File: src/rtl/epsilon_sampler.sv
// LUT-driven random sampler: one Galois LFSR per channel picks a LUT index,
// and a two-stage elastic pipeline emits one sample vector per advance.

module epsilon_sampler_lane #(
  parameter int                IDX_W        = 5,
  parameter int                LFSR_W       = 16,
  parameter logic [LFSR_W-1:0] TAPS         = LFSR_W'(16'hB400),
  parameter logic [LFSR_W-1:0] SEED_DEFAULT = LFSR_W'(1),
  parameter int                CH           = 0
) (
  input  logic              clk,
  input  logic              rst,
  input  logic              i_advance,
  input  logic              i_seed_load,
  input  logic [LFSR_W-1:0] i_seed,
  output logic [IDX_W-1:0]  o_idx
);
  logic [LFSR_W-1:0] r_lfsr;
  logic [IDX_W-1:0]  r_idx;

  // Per-channel decorrelation; a zero state would lock the LFSR, so it maps to 1.
  function automatic logic [LFSR_W-1:0] f_map(input logic [LFSR_W-1:0] s);
    logic [LFSR_W-1:0] v;
    v = s ^ LFSR_W'(CH * 32'h0000_9E37);
    return (v == '0) ? LFSR_W'(1) : v;
  endfunction

  always_ff @(posedge clk or posedge rst) begin
    if (rst) begin
      r_lfsr <= f_map(SEED_DEFAULT);
      r_idx  <= '0;
    end else if (i_seed_load) begin
      r_lfsr <= f_map(i_seed);
      r_idx  <= '0;
    end else if (i_advance) begin
      r_idx  <= r_lfsr[IDX_W-1:0];
      r_lfsr <= (r_lfsr >> 1) ^ (r_lfsr[0] ? TAPS : '0);
    end
  end

  assign o_idx = r_idx;
endmodule

module epsilon_sampler #(
  parameter int                N_CH         = 2,
  parameter int                IDX_W        = 5,
  parameter int                OUT_W        = 20,
  parameter int                LFSR_W       = 16,
  parameter logic [LFSR_W-1:0] TAPS         = LFSR_W'(16'hB400),
  parameter logic [LFSR_W-1:0] SEED_DEFAULT = LFSR_W'(1)
) (
  input  logic                  clk,
  input  logic                  rst,
  input  logic [LFSR_W-1:0]     seed_in,
  input  logic                  seed_load,
  input  logic                  enable,
  input  logic                  lut_we,
  input  logic [IDX_W-1:0]      lut_addr,
  input  logic [OUT_W-1:0]      lut_wdata,
  input  logic                  out_ready,
  output logic                  out_valid,
  output logic [N_CH*OUT_W-1:0] out_data,
  output logic [N_CH*IDX_W-1:0] out_idx
);
  localparam int DEPTH = 1 << IDX_W;

  typedef enum logic [1:0] {IDLE, FILL, RUN} state_t;
  state_t r_state, w_state_nxt;

  logic [OUT_W-1:0]                r_lut [DEPTH];
  logic [N_CH-1:0][IDX_W-1:0]      w_idx;
  logic [N_CH-1:0][OUT_W-1:0]      r_odata;
  logic [N_CH-1:0][IDX_W-1:0]      r_oidx;
  logic [2:1]                      r_vld_pipe;
  logic                            w_advance;

  assign w_advance = enable & (~r_vld_pipe[2] | out_ready);

  // No reset on the table: contents survive rst. Reads see the pre-write entry.
  always_ff @(posedge clk) begin
    if (lut_we) r_lut[lut_addr] <= lut_wdata;
  end

  for (genvar c = 0; c < N_CH; c++) begin : g_lane
    epsilon_sampler_lane #(
      .IDX_W(IDX_W), .LFSR_W(LFSR_W), .TAPS(TAPS),
      .SEED_DEFAULT(SEED_DEFAULT), .CH(c)
    ) u_lane (
      .clk(clk), .rst(rst), .i_advance(w_advance), .i_seed_load(seed_load),
      .i_seed(seed_in), .o_idx(w_idx[c])
    );
  end

  // Output slot drains on acceptance even when enable has dropped.
  always_ff @(posedge clk or posedge rst) begin
    if (rst)            r_vld_pipe <= '0;
    else if (seed_load) r_vld_pipe <= '0;
    else if (w_advance) r_vld_pipe <= {r_vld_pipe[1], 1'b1};
    else if (out_ready) r_vld_pipe[2] <= 1'b0;
  end

  always_ff @(posedge clk or posedge rst) begin
    if (rst) begin
      r_odata <= '0;
      r_oidx  <= '0;
    end else if (w_advance && !seed_load) begin
      for (int c = 0; c < N_CH; c++) begin
        r_odata[c] <= r_lut[w_idx[c]];
        r_oidx[c]  <= w_idx[c];
      end
    end
  end

  always_ff @(posedge clk or posedge rst) begin
    if (rst) r_state <= IDLE;
    else     r_state <= w_state_nxt;
  end

  always_comb begin
    w_state_nxt = r_state;
    if (seed_load) begin
      w_state_nxt = enable ? FILL : IDLE;
    end else begin
      case (r_state)
        IDLE:    if (enable) w_state_nxt = FILL;
        FILL:    if (!enable) w_state_nxt = IDLE;
                 else if (w_advance) w_state_nxt = RUN;
        RUN:     if (!enable) w_state_nxt = IDLE;
        default: w_state_nxt = IDLE;
      endcase
    end
  end

  assign out_valid = r_vld_pipe[2];
  assign out_data  = r_odata;
  assign out_idx   = r_oidx;
endmodule

File: config.mk
export PLATFORM = sky130hd
export DESIGN_NAME = epsilon_sampler
export DESIGN_NICKNAME = d
export VERILOG_FILES = /design/src/rtl/epsilon_sampler.sv
export SDC_FILE = /design/constraint.sdc
export NUM_CORES = 1
export LEC_CHECK = 0
export CORE_MARGIN = 8
export CORE_UTILIZATION = 28
export CTS_CLUSTER_DIAMETER = 200
export DETAILED_ROUTE_END_ITERATION = 6
export GPL_TIMING_DRIVEN = 0
export PLACE_DENSITY_LB_ADDON = 0.25
export SLEW_MARGIN = 0
export SYNTH_ARGS = -nofsm -noshare
export SYNTH_HDL_FRONTEND = slang
export SYNTH_SLANG_ARGS = --single-unit
File: constraint.sdc
create_clock -name clk -period 3.3 [get_ports clk]
set_input_delay 0.33 -clock clk [delete_from_list [all_inputs] [get_ports clk]]
set_output_delay 0.33 -clock clk [all_outputs]
set_load 0.005 [all_outputs]
# == After elaboration in Yosys (flattened, before gate mapping) ==
# Memory sizes are Yosys's and may differ from the RTL's. A register that Yosys moved wholly into a read port is not among the register bits.
# Index checks and enable logic that the tools add are counted.
# classes
muxes,18
bitwise_logic,6
shifts,0
reduce_logical,6
mul,0
magnitude_cmp,0
n_addsub,0
n_eq_ne,0
div_mod_pow,0
# op_table
op,n
2-to-1 mux 16 bit,8
zero test 16 bit,2
XOR 15 x 16 -> 16 bit,2
2-to-1 mux 5 bit,4
NOT 10 bit,1
2-to-1 mux 1 bit,5
nonzero test 3 bit,1
2-to-1 mux 2 bit,1
nonzero test 2 bit,1
bitwise AND 1 bit,1
logical AND 1 bit,1
zero test 1 bit,1
NOT 1 bit,1
bitwise OR 1 bit,1
# totals
ramBits,640
regBits,54
memories,1
wordCells,39
in_bits,47
latch_bits,0
romBits,0
# memory_table
memory,words,width,read_ports,rd_clocked_by_memory_dff,write_ports,line_no,text
r_lut,32,20,2,2,1,70,logic [OUT_W-1:0] r_lut [DEPTH];

# == Longest topological paths before layout ==
# logic_depth
word_depth,5
depth_mapped,9

# == Hierarchy ==
# From an unflattened synthesis, not the netlist that was laid out.
# unflattened
cells_unflattened,1969
area_unflattened_um2,33666.0
# by_module_without_submodules
module,cells_per_inst,n_inst,area_per_inst_um2
epsilon_sampler,1778,1,31601.6
epsilon_sampler_lane (g_lane[0].u_lane),97,1,1047.3
epsilon_sampler_lane (g_lane[1].u_lane),94,1,1017.2

# == Least setup slack after synthesis ==
# No wires, ideal clock.
# synth_path
path_kind,input to register
start,input lut_addr[0]
end,memory r_lut[12][0] (enable)
required_time_ns,2.903
arrival_time_ns,1.847
slack_ns,1.056
cell_stages,3
setup_time_ns,0.397
cell_sequence,or3b_2 -> clkbuf_1 -> nor2_1
# synth_lines
item,line_no,text
start: declaration,58,"input logic [IDX_W-1:0] lut_addr,"
end: declaration,70,
# No word-level cell before the write port.

==> metrics.md <==
| Metric | Value |
|---|---|
| Final worst hold slack | 0.158 ns |
| Top fanout value on the critical path | 10 |
| NumNets Final | about 2300 |
| # fillers | 11554 |
| Minimum clock period after layout | 3.32 ns |
| Total congestion overflow after global routing | 0 |
| Total standard cell area after synthesis | 34000 um2 |
| Largest family of logic cells by synthesized area | multiplexers |
| RD Place Congestion | 0.872 |
| Failing checks | negative setup slack |
| Hold-fix buffer count after cts | 0 |
| Area share of fa/ha/maj cells after synthesis | 0 |
| Distinct cell type count of the synthesized netlist | 39 |
| Drt wl/cell | 32.7 um |
| Crit path DAT | approximately 3.8 ns |
| Worst Setup Start Kind | register |
| Total area of multi-input combinational cells | 11800 um2 |
| Largest cells by area after synthesis | sky130_fd_sc_hd__edfxtp_1 (57%), sky130_fd_sc_hd__mux2i_1 (11%), sky130_fd_sc_hd__mux4_2 (11%) |
| Largest net degree at the start of global routing | 50 |
| Sequential cell area | about 22000 um2 |
| Critical path start-end classification | reg2reg |
| Area enclosed by the die boundary | 133000 um2 |
| Drt first pass iters | 6 |
| Post-synthesis sequential area ratio | 0.636 |
| Worst min path class | in2async |
| Clk root buf | sky130_fd_sc_hd__clkbuf_16 |
| WL final | 130000 um |
| Final cell area excluding filler cells | just over 40000 um2 |
| Endpoint type of the worst setup path | register |
| Clock tree from TritonCTS | done |
| Share of synthesized area spent on multiplexers | 0.228 |
| Number of enable-type register cells in the synthesized netlist | 640 |
| Compound-gate portion of the synthesized area | 0.0706 |
| Worst-path cell chain | buf_2 > buf_2 > nor2_1 > clkbuf_1 > a22oi_1 > a32oi_1 > o311ai_1 |
| Maximum cell stage delay along the critical path | 0.88 ns |
| #FFs+latches synth | 734 |
| Maximum achievable frequency | 301 MHz |
| Final setup violating endpoints | 1 |
| Required time of the critical path | between 3 and 4 ns |
| Number of vias after detailed routing | 21641 |
| Xor/xnor cell area share of the yosys netlist | 0.00155 |
| Area fraction in and, or, nand and nor cells after synthesis | 0.0380 |
| Cell at the slowest stage of the critical path | sky130_fd_sc_hd__clkbuf_1 |
| Unrepaired setup endpoints after global routing | false |
| Core box area | 120000 um2 |
| Via count of the first global-routing pass | 22654 |
| Final TNS setup | -0.0246 ns |
| Placement Cell Area | roughly 38000 um2 |
| H-tree depth | 3 |
| Share of flip-flops with an asynchronous set or reset after synthesis | 0.128 |
| Outcome | finished with violations |
| Post-Syn Instances | approximately 2100 |
| Hold violation total from the final report | 0 |
| Height of the chip | 364 um |
| Count of pins over their slew limit | 0 |
| Max VDD drop | between 0.4 and 0.5 mV |
| Synth Net Count | 2122 |
| Boundary Pins | 98 |
| Number of antenna violations at the first check in global routing | 10 |
| Global-route wire length before repair | 179000 um |
| Final worst slack | -0.0246 ns |
| Number of buffers added by the clock tree synthesis step | a little over 80 |
| Maxcap violations | 0 |
| # clock sinks | 734 |
| Setup Buffers After CTS | 0 |
| Number of routed nets with antenna violations | 0 |
| Power density cells | 566 nW/um2 |
| Post-place setup slack | -0.417 ns |
| Top cell type by total area after synthesis | sky130_fd_sc_hd__edfxtp_1 |
| Area growth from synthesis to layout | 19.1% |
| Leakage | 12.6 nW |
| Detailed router's first-iteration violation count | 2624 |
| Clock slew at reported path FFs | 0.06 ns |
| Initial standard-cell utilization of the core | 0.283 |
| Clock insertion delay at the later pin of the skew report | 0.65 ns |
| Die W | 364 um |
| Cell with the most instances on the worst path | sky130_fd_sc_hd__buf_2 |
| Fraction of layout instances using a drive strength above 1 | 0.209 |
| Number of placement rows | 127 |
| Synthesis warning total | 0 |
| DRC | 0 |
| Max clock buf depth | 3 |
| Detail-routed via count per cell | ~5.5 |
| Share of the synthesized area in the top cell type | 0.566 |
| Clock Skews | around 0.037 ns |
| HPWL reported at the end of detailed placement | 90000 um |
| Syn Area/Cell | 16.4 um2 |
| Count of input and output buffers | 96 |
| Worst slew margin | 0.0737 |
| Top_reg_cell synth | sky130_fd_sc_hd__edfxtp_1 |
| Transition time at the pin with the least slew margin | 1.39 ns |
| Global-route total usage across every layer | 0.190 |
| Share of the clock period used by the worst path | 1.01 |
## registers in the layout, indices dropped and copies added (netlist names)
signal and flops:
g_lane.u_lane.o_idx 10, r_vld_pipe 2, r_lut 640, g_lane.u_lane.r_lfsr 32
out_idx 10, out_data 40
## cell usage after synthesis, types with 2 or more instances
| cell type | instances |
|---|---|
| sky130_fd_sc_hd__a21boi_0 | 5 |
| sky130_fd_sc_hd__a21oi_1 | 53 |
| sky130_fd_sc_hd__a22oi_1 | 160 |
| sky130_fd_sc_hd__a31oi_1 | 17 |
| sky130_fd_sc_hd__a32oi_1 | 40 |
| sky130_fd_sc_hd__and2_1 | 48 |
| sky130_fd_sc_hd__buf_1 | 3 |
| sky130_fd_sc_hd__buf_2 | 51 |
| sky130_fd_sc_hd__buf_4 | 18 |
| sky130_fd_sc_hd__buf_6 | 17 |
| sky130_fd_sc_hd__clkbuf_1 | 71 |
| sky130_fd_sc_hd__dfrtp_1 | 84 |
| sky130_fd_sc_hd__dfstp_2 | 10 |
| sky130_fd_sc_hd__edfxtp_1 | 640 |
| sky130_fd_sc_hd__inv_1 | 3 |
| sky130_fd_sc_hd__mux2_2 | 40 |
| sky130_fd_sc_hd__mux2i_1 | 370 |
| sky130_fd_sc_hd__mux4_2 | 160 |
| sky130_fd_sc_hd__nand2_1 | 121 |
| sky130_fd_sc_hd__nand2b_1 | 2 |
| sky130_fd_sc_hd__nand3_1 | 17 |
| sky130_fd_sc_hd__nand3b_1 | 5 |
| sky130_fd_sc_hd__nor2_1 | 52 |
| sky130_fd_sc_hd__nor2b_1 | 9 |
| sky130_fd_sc_hd__nor3_1 | 2 |
| sky130_fd_sc_hd__nor4_1 | 3 |
| sky130_fd_sc_hd__nor4_2 | 2 |
| sky130_fd_sc_hd__nor4b_2 | 2 |
| sky130_fd_sc_hd__o21ai_0 | 14 |
| sky130_fd_sc_hd__o311ai_1 | 40 |
| sky130_fd_sc_hd__or3_1 | 2 |
| sky130_fd_sc_hd__or3b_2 | 2 |
| sky130_fd_sc_hd__xnor2_1 | 6 |
## critical path, delay by kind of cell, from the launching register on
family / cells / cell delay, ns
AO/OA/AOI/OAI: 3 / 1.06
buffers and inverters: 3 / 1.46
flip-flops: 1 / 0.42
AND/OR/NAND/NOR: 1 / 0.21
## metal layers
layer	up-vias	wire (um)	global-route usage
met1	11416	51200	0.240
met4	8	4650	0.0697
met5	-	54	0
met3	240	10000	0.0351
met2	1109	63800	0.324
li1	8868	-	-
## kinds of logic after synthesis
kind of cell | count (synthesis)
flops | 734
mux | 570
compound gates | 331
simple gates | 271
buf+inv | 163
xor+xnor | 6
## area by class of cell
cell class | count | share of cell area
plain buffers | 160 | 0.0214
flip-flops and latches | 734 | 0.534
clock inverters | 44 | 0.0106
inverters | 3 | 0.000340
clock buffers | 105 | 0.0552
diodes | 3 | 0.000186
well taps | 1612 | 0.0499
repair buffers | 122 | 0.0378
multi-input cells | 1178 | 0.291
## placed cells by master, fill, tap and decap left out, types with 48 or more instances in the layout
cell type	n
sky130_fd_sc_hd__a21oi_1	53
sky130_fd_sc_hd__a22oi_1	160
sky130_fd_sc_hd__and2_1	48
sky130_fd_sc_hd__buf_2	55
sky130_fd_sc_hd__clkbuf_1	85
sky130_fd_sc_hd__clkbuf_16	84
sky130_fd_sc_hd__clkdlybuf4s50_1	92
sky130_fd_sc_hd__dfrtp_1	84
sky130_fd_sc_hd__edfxtp_1	640
sky130_fd_sc_hd__mux2i_1	370
sky130_fd_sc_hd__mux4_2	160
sky130_fd_sc_hd__nand2_1	121
## timing repair
action,CTS,global route
hold endpoints to repair,0,0
gates resized for setup,2,2
setup endpoints to repair,3,1
gates cloned,0,0
## per-stage QoR
stage,power [mW],util,instances
floorplan,12.2,-,2075
global placement,13.8,0.307,3783
detailed placement,13.9,0.314,3809
CTS,23.0,0.337,3958
global route,23.5,0.337,3958
finish,22.9,0.337,3961
## path summary, 6_finish.rpt
path,slack [ns],start,cells past startpoint,endpoint
hold / removal,0.16,rst,2,out_idx[4]$_DFFE_PP0P_
setup reg to reg,-0.02,g_lane[0].u_lane.o_idx[2]$_DFFE_PP0P_,7,out_data[4]$_DFFE_PP0P_
hold reg to reg,0.48,out_idx[1]$_DFFE_PP0P_,2,out_idx[1]$_DFFE_PP0P_
max in group asynchronous,2.41,rst,3,out_data[34]$_DFFE_PP0P_
min in group clk,0.24,seed_load,3,g_lane[1].u_lane.r_lfsr[2]$_DFFE_PP1P_
setup / recovery,-0.02,g_lane[0].u_lane.o_idx[2]$_DFFE_PP0P_,7,out_data[4]$_DFFE_PP0P_
## where the power goes
part / leakage [nW] / internal [mW] / switching, mW
registers: 6.91 / 10.4 / 0.288
clock network: 1.29 / 5.34 / 3.86
logic: 4.40 / 1.18 / 1.84
Power figures use the tool's default switching activity.
